$ cat config.mk
export PLATFORM = sky130hd
export DESIGN_NAME = prescaler_timer
export DESIGN_NICKNAME = d
export VERILOG_FILES = /design/src/rtl/prescaler_timer.sv
export SDC_FILE = /design/constraint.sdc
export NUM_CORES = 1
export LEC_CHECK = 0
export BUFFER_PORTS_ARGS = -buffer_cell sky130_fd_sc_hd__buf_4
export CORE_ASPECT_RATIO = 0.9
export CORE_MARGIN = 2
export CORE_UTILIZATION = 40
export DETAILED_ROUTE_END_ITERATION = 8
export SLEW_MARGIN = 20
export SYNTH_ARGS = -nofsm -noshare
export SYNTH_HDL_FRONTEND = slang
export SYNTH_SLANG_ARGS = --single-unit
$ cat constraint.sdc
create_clock -name clk -period 2.3 [get_ports clk]
set_input_delay 0.23 -clock clk [delete_from_list [all_inputs] [get_ports clk]]
set_output_delay 0.23 -clock clk [all_outputs]
set_load 0.01 [all_outputs]
$ cat src/rtl/prescaler_timer.sv
`default_nettype none
// ============================================================================
//  Module      : prescaler_timer
//  Description : Prescaled period timer. A prescaler wraps every (psc+1)
//                enabled cycles and emits a tick; each tick advances a
//                period counter that either reloads (periodic) or stops in
//                DONE (one-shot). It is the shared time base for PWM, UART
//                baud and debounce peripherals.
//  Optional    : define PRESCALER_TIMER_PWM_EN to add the cmp input and the
//                registered pwm_out output.
//  Ports       : clk      - system clock, rising edge
//                reset    - asynchronous active-low reset
//                en       - count enable, low freezes prescaler and counter
//                start    - pulse: latch settings, clear counters, run
//                stop     - pulse: abort to IDLE (wins over start)
//                mode     - 0 periodic, 1 one-shot (sampled at start)
//                psc      - prescale value, tick every psc+1 enabled cycles
//                period   - terminal count of the period counter
//                cmp      - PWM compare value (PWM build only)
//                tick     - 1-cycle prescaler wrap pulse
//                expire   - 1-cycle terminal-count pulse
//                busy     - high while running
//                cnt      - current period count
//                pwm_out  - PWM output (PWM build only)
//  Revision    : 1.0 - initial release
// ============================================================================
module prescaler_timer #(
    parameter int PSC_W = 8,
    parameter int CNT_W = 16
) (
    input  logic             clk,
    input  logic             reset,
    input  logic             en,
    input  logic             start,
    input  logic             stop,
    input  logic             mode,
    input  logic [PSC_W-1:0] psc,
    input  logic [CNT_W-1:0] period,
    output logic             tick,
    output logic             expire,
    output logic             busy,
    output logic [CNT_W-1:0] cnt
`ifdef PRESCALER_TIMER_PWM_EN
    ,
    input  logic [CNT_W-1:0] cmp,
    output logic             pwm_out
`endif
);

    localparam logic [1:0] c_ST_IDLE = 2'd0;
    localparam logic [1:0] c_ST_RUN  = 2'd1;
    localparam logic [1:0] c_ST_DONE = 2'd2;

    logic [1:0]       r_state;
    logic [PSC_W-1:0] r_pcnt;
    logic [CNT_W-1:0] r_cnt;
    logic             r_tick;
    logic             r_expire;
    logic [PSC_W-1:0] r_psc_q;
    logic [CNT_W-1:0] r_period_q;
    logic             r_mode_q;

    logic [1:0]       w_state_next;
    logic [PSC_W-1:0] w_pcnt_next;
    logic [CNT_W-1:0] w_cnt_next;
    logic             w_tick_next;
    logic             w_expire_next;
    logic [PSC_W-1:0] w_psc_next;
    logic [CNT_W-1:0] w_period_next;
    logic             w_mode_next;

`ifdef PRESCALER_TIMER_PWM_EN
    logic [CNT_W-1:0] r_cmp_q;
    logic             r_pwm;
    logic [CNT_W-1:0] w_cmp_next;
    logic             w_pwm_next;
`endif

    // Next-state computation for the whole timer; the register block below
    // only captures these values, which keeps every output registered.
    always_comb begin
        w_state_next  = r_state;
        w_pcnt_next   = r_pcnt;
        w_cnt_next    = r_cnt;
        w_tick_next   = 1'b0;
        w_expire_next = 1'b0;
        w_psc_next    = r_psc_q;
        w_period_next = r_period_q;
        w_mode_next   = r_mode_q;
`ifdef PRESCALER_TIMER_PWM_EN
        w_cmp_next    = r_cmp_q;
`endif
        if (stop) begin
            w_state_next = c_ST_IDLE;
            w_pcnt_next  = '0;
            w_cnt_next   = '0;
        end else if (start) begin
            // start from any state restarts the whole sequence
            w_state_next  = c_ST_RUN;
            w_pcnt_next   = '0;
            w_cnt_next    = '0;
            w_psc_next    = psc;
            w_period_next = period;
            w_mode_next   = mode;
`ifdef PRESCALER_TIMER_PWM_EN
            w_cmp_next    = cmp;
`endif
        end else begin
            case (r_state)
                c_ST_RUN: begin
                    if (en) begin
                        if (r_pcnt == r_psc_q) begin
                            w_pcnt_next = '0;
                            w_tick_next = 1'b1;
                            if (r_cnt == r_period_q) begin
                                w_expire_next = 1'b1;
                                if (r_mode_q) begin
                                    // one-shot: cnt stays at the terminal value
                                    w_state_next = c_ST_DONE;
                                end else begin
                                    // periodic: new settings take effect only
                                    // at the period boundary
                                    w_cnt_next    = '0;
                                    w_psc_next    = psc;
                                    w_period_next = period;
`ifdef PRESCALER_TIMER_PWM_EN
                                    w_cmp_next    = cmp;
`endif
                                end
                            end else begin
                                w_cnt_next = r_cnt + CNT_W'(1);
                            end
                        end else begin
                            w_pcnt_next = r_pcnt + PSC_W'(1);
                        end
                    end
                end
                c_ST_DONE: begin
                    w_pcnt_next = '0;
                    w_cnt_next  = r_period_q;
                end
                default: begin
                    w_state_next = c_ST_IDLE;
                    w_pcnt_next  = '0;
                    w_cnt_next   = '0;
                end
            endcase
        end
`ifdef PRESCALER_TIMER_PWM_EN
        // Compare against the count the counter is about to hold so the
        // PWM edge lines up with the cnt value seen on the same cycle.
        w_pwm_next = (w_state_next == c_ST_RUN) && (w_cnt_next < w_cmp_next);
`endif
    end

    always_ff @(posedge clk or negedge reset) begin
        if (!reset) begin
            r_state    <= c_ST_IDLE;
            r_pcnt     <= '0;
            r_cnt      <= '0;
            r_tick     <= 1'b0;
            r_expire   <= 1'b0;
            r_psc_q    <= '0;
            r_period_q <= '0;
            r_mode_q   <= 1'b0;
`ifdef PRESCALER_TIMER_PWM_EN
            r_cmp_q    <= '0;
            r_pwm      <= 1'b0;
`endif
        end else begin
            r_state    <= w_state_next;
            r_pcnt     <= w_pcnt_next;
            r_cnt      <= w_cnt_next;
            r_tick     <= w_tick_next;
            r_expire   <= w_expire_next;
            r_psc_q    <= w_psc_next;
            r_period_q <= w_period_next;
            r_mode_q   <= w_mode_next;
`ifdef PRESCALER_TIMER_PWM_EN
            r_cmp_q    <= w_cmp_next;
            r_pwm      <= w_pwm_next;
`endif
        end
    end

    assign tick   = r_tick;
    assign expire = r_expire;
    assign busy   = (r_state == c_ST_RUN);
    assign cnt    = r_cnt;
`ifdef PRESCALER_TIMER_PWM_EN
    assign pwm_out = r_pwm;
`endif

endmodule
`default_nettype wire

==> flow_summary.toml <==
[status]
run_status = "finished, final reports clean"

[layout]
fin_cells = 449
n_antenna_cell = 0
syn2layout_area_growth_pct = 29.3
nets = 389
nFillCells = 656
final_area_mm2 = 0.00382
register_area_mm2 = 0.00133
drive_above_1_share_pct = 34.8
multi_input_area_mm2 = 0.00158

[worst_hold_path]
min_from = "period[13]"
hold_path_class = "in -> reg"
min_to = "r_period_q[13]"
hold_depth = 2

[clock_network]
cts_setup_buffers = 0
cts.reportedPaths.clkPinSlew_ps = 100
cts_htree_levels = 2
numCtsBuffers = 5
clock_path_buffers = 2
clock_sinks = 53
cts_tree = "done"
clk_latency_ps = 300
root_buffer = "clkbuf_8"

[global_route]
busiest_layer = "met2"
grt_pass1_wl_um = 12000
grt-ovfl-total = 0
grt_use_met3_pct = 3.51
grt_pass1_vias = 2459
antenna_found_initial = 0
met1_usage_pct = 27.6
use_met2_pct = 29.1
grt_start_max_net_pins = 54
grt_usage_pct = 19.0

[setup_path]
r2r_end = "r_period_q[9]"
critical_path.cell_chain = "xor2_1, nor4_2, buf_4, nand4_4, nor4b_4, a21oi_4, buf_12, mux2_4"
path_max_fanout = 11
arrival_ps = 2430
critical-path-max-stage-delay_ps = 400
rrSetupSlack_ps = 60
start_kind = "flop"
cp-end-kind = "flop"
cp_slowest_cell = "dfrtp_1"
path_class = "reg -> reg"
cp_data_required_time_ps = 2490
worstRegToRegCells = 8
r2r-start = "cnt[5]"

[timing]
setup_viol = 0
worst_pin_slew_ps = 734
fin_worst_skew_ps = 9.02
whs_ps = 150
slew-limit-headroom_pct = 50.8
rsz0062_at_grt = "yes"
hold_viol = 0
post-route-min-period_ps = 2240
max_freq_mhz = 446
drv_slew = 0
post-route-period-util_pct = 97.4
fin_setup_tns_ps = 0

[die]
die_y_um = 85.6
die-area_mm2 = 0.00810
io_pins = 49
coreArea_mm2 = 0.00711
fp-row-count = 29
die_x_um = 94.6
start_util_pct = 41.6

[routing]
drtAntennaViolNets = 0
num_vias = 2432
drt-pass1-iter-count = 4
drt-wirelength-per-cell_um = 16.4
wl_um = 7380
route.detailed.drc = 0
routed_via_density = 5.42
drt_iter0_markers = 170

[power_and_ir_drop]
p_int_w = 0.00147
clock_power_share_pct = 28.9
p_seq_share_pct = 53.5
p_sw_share_pct = 25.8
powerDensity_mw_per_mm2 = 520
p_leak_nw = 1.79
p_total_w = 0.00199
p_sw_w = 0.000514
combPwrFrac_pct = 17.6
vdd_drop_max_mv = 0.300

[placed_design]
port_buffers = 48
place_area_mm2 = 0.00365
globalplace.congestion = 0.825
place_hpwl_um = 5050
dp.cells = 438

[yosys]
syn_area_mm2 = 0.00296
muxShareOfSynthArea_pct = 12.1
synthXorXnorAreaFrac_pct = 7.70
yosysTopAreaCell = "dfrtp_1"
synth-adder-area-share_pct = 1.69
yosys_warnings = 0
yosys.area.top_type_share_pct = 44.9
syn_area_per_cell_um2 = 10.8
synth-simple-area-share_pct = 16.4
yosysSeqAreaShare_pct = 44.9
synth_top_family_by_area = "simple AND/OR/NAND/NOR gates"
ys_types = 42
synth_flop_cell = "dfrtp_1"
ys_ff_latch = 53
synth_compound_area_share_pct = 14.4
synth_area_leaders = "dfrtp_1, mux2_4, xor2_1, o21ai_0, xnor2_1"
synth_cells = 275
synth_edf_count = 0
syn_nets = 309
synthArstFlopShare_pct = 100

[job]
cap_violations = 0
worst max-delay path by stage:
stage | slack (ps) | cells after the start | end | start
after floorplan | 160 | 7 | r_period_q[10] | cnt[1]
after global placement | 10 | 8 | r_period_q[5] | cnt[3]
after detailed placement | 20 | 7 | r_period_q[7] | cnt[15]
after CTS | 1 | 7 | r_period_q[15] | cnt[15]
after global routing | -10 | 8 | r_period_q[11] | cnt[5]
final | 60 | 8 | r_period_q[9] | cnt[5]
cell usage after synthesis, types with 2 or more instances:
cell       instances
a22o_1             7
a32oi_1            6
and2_1             7
and3_1             6
buf_6              2
clkbuf_1           6
dfrtp_1           53
ha_1               4
inv_1              9
mux2_2             5
mux2_4            20
nand2_1           19
nand2b_1           3
nand3_1           14
nand4_1            3
nor2_1            16
nor2b_1            3
nor3_1             5
nor4_1             3
nor4_2             3
o211ai_1           2
o21ai_0           21
o221ai_1           3
o2bb2ai_1          4
o31ai_1            8
or3_1              3
xnor2_1            9
xor2_1            17
flip-flops by register name, indices dropped and copies added, names as in the netlist:
signal,count
cnt,16
r_period_q,16
r_pcnt,8
r_psc_q,8
r_state,2
expire,1
r_mode_q,1
tick,1
placed cells by master, fill, tap and decap left out, drive strengths merged, types with 7 or more instances in the layout:
cell	count
a22o	7
and2	7
buf	80
clkbuf	8
dfrtp	53
inv	9
mux2	25
nand2	19
nand3	14
nor2	16
o21ai	21
o31ai	8
xnor2	9
xor2	17
routing by layer:
layer	share of wire [%]	routed length (um)	up-vias
li1	-	-	1169
met1	49	3610	1192
met2	45	3350	67
met3	5.2	381	4
met4	0.65	48	0
met5	0	0	-
power groups by stage:
stage	logic, W	clock network [W]	registers, W
2_1_floorplan	0.000202	0	0.00107
3_3_place_gp	0.000334	0	0.00108
3_5_place_dp	0.000334	0	0.00108
4_1_cts	0.000338	0.000593	0.00106
5_1_grt	0.000379	0.000647	0.00107
6_report	0.000350	0.000575	0.00106
metrics by stage:
step | util [%] | setup WS [ps]
floorplan | - | 164
global placement | 51.3 | 15.0
detailed placement | 51.3 | 22.0
CTS | 52.9 | 1.21
global route | 53.8 | -12.7
finish | 53.8 | 59.2
repair_timing:
item	in CTS	in global routing
hold buffers	1	0
resized for setup	0	5
hold endpoints to repair	53	0
endpoints found under the setup margin	0	33
worst max-delay path: cells and delay by family (launching register included):
family	cells	cell delay, ps
flip-flops	1	400
AND/OR/NAND/NOR	3	730
AO/OA/AOI/OAI	1	150
buffers and inverters	2	380
multiplexers	1	300
XOR/XNOR	1	170
cells by family after synthesis:
group,Yosys count
and+or+nand+nor,89
DFF,53
muxes,25
AOI/OAI and AO/OA,60
adders and majority gates,4
xor gates and xnor gates,26
buffers and inverters,18
cell type report:
type	instances	share of cell area (%)
Clock inverter	1	0.131
Multi-Input combinational cell	204	41.4
Sequential cell	53	34.7
Tap cell	93	3.04
Inverter	9	0.884
Timing Repair Buffer	82	17.4
Clock buffer	7	2.52
Note: power is estimated with default switching activity, not from simulation.
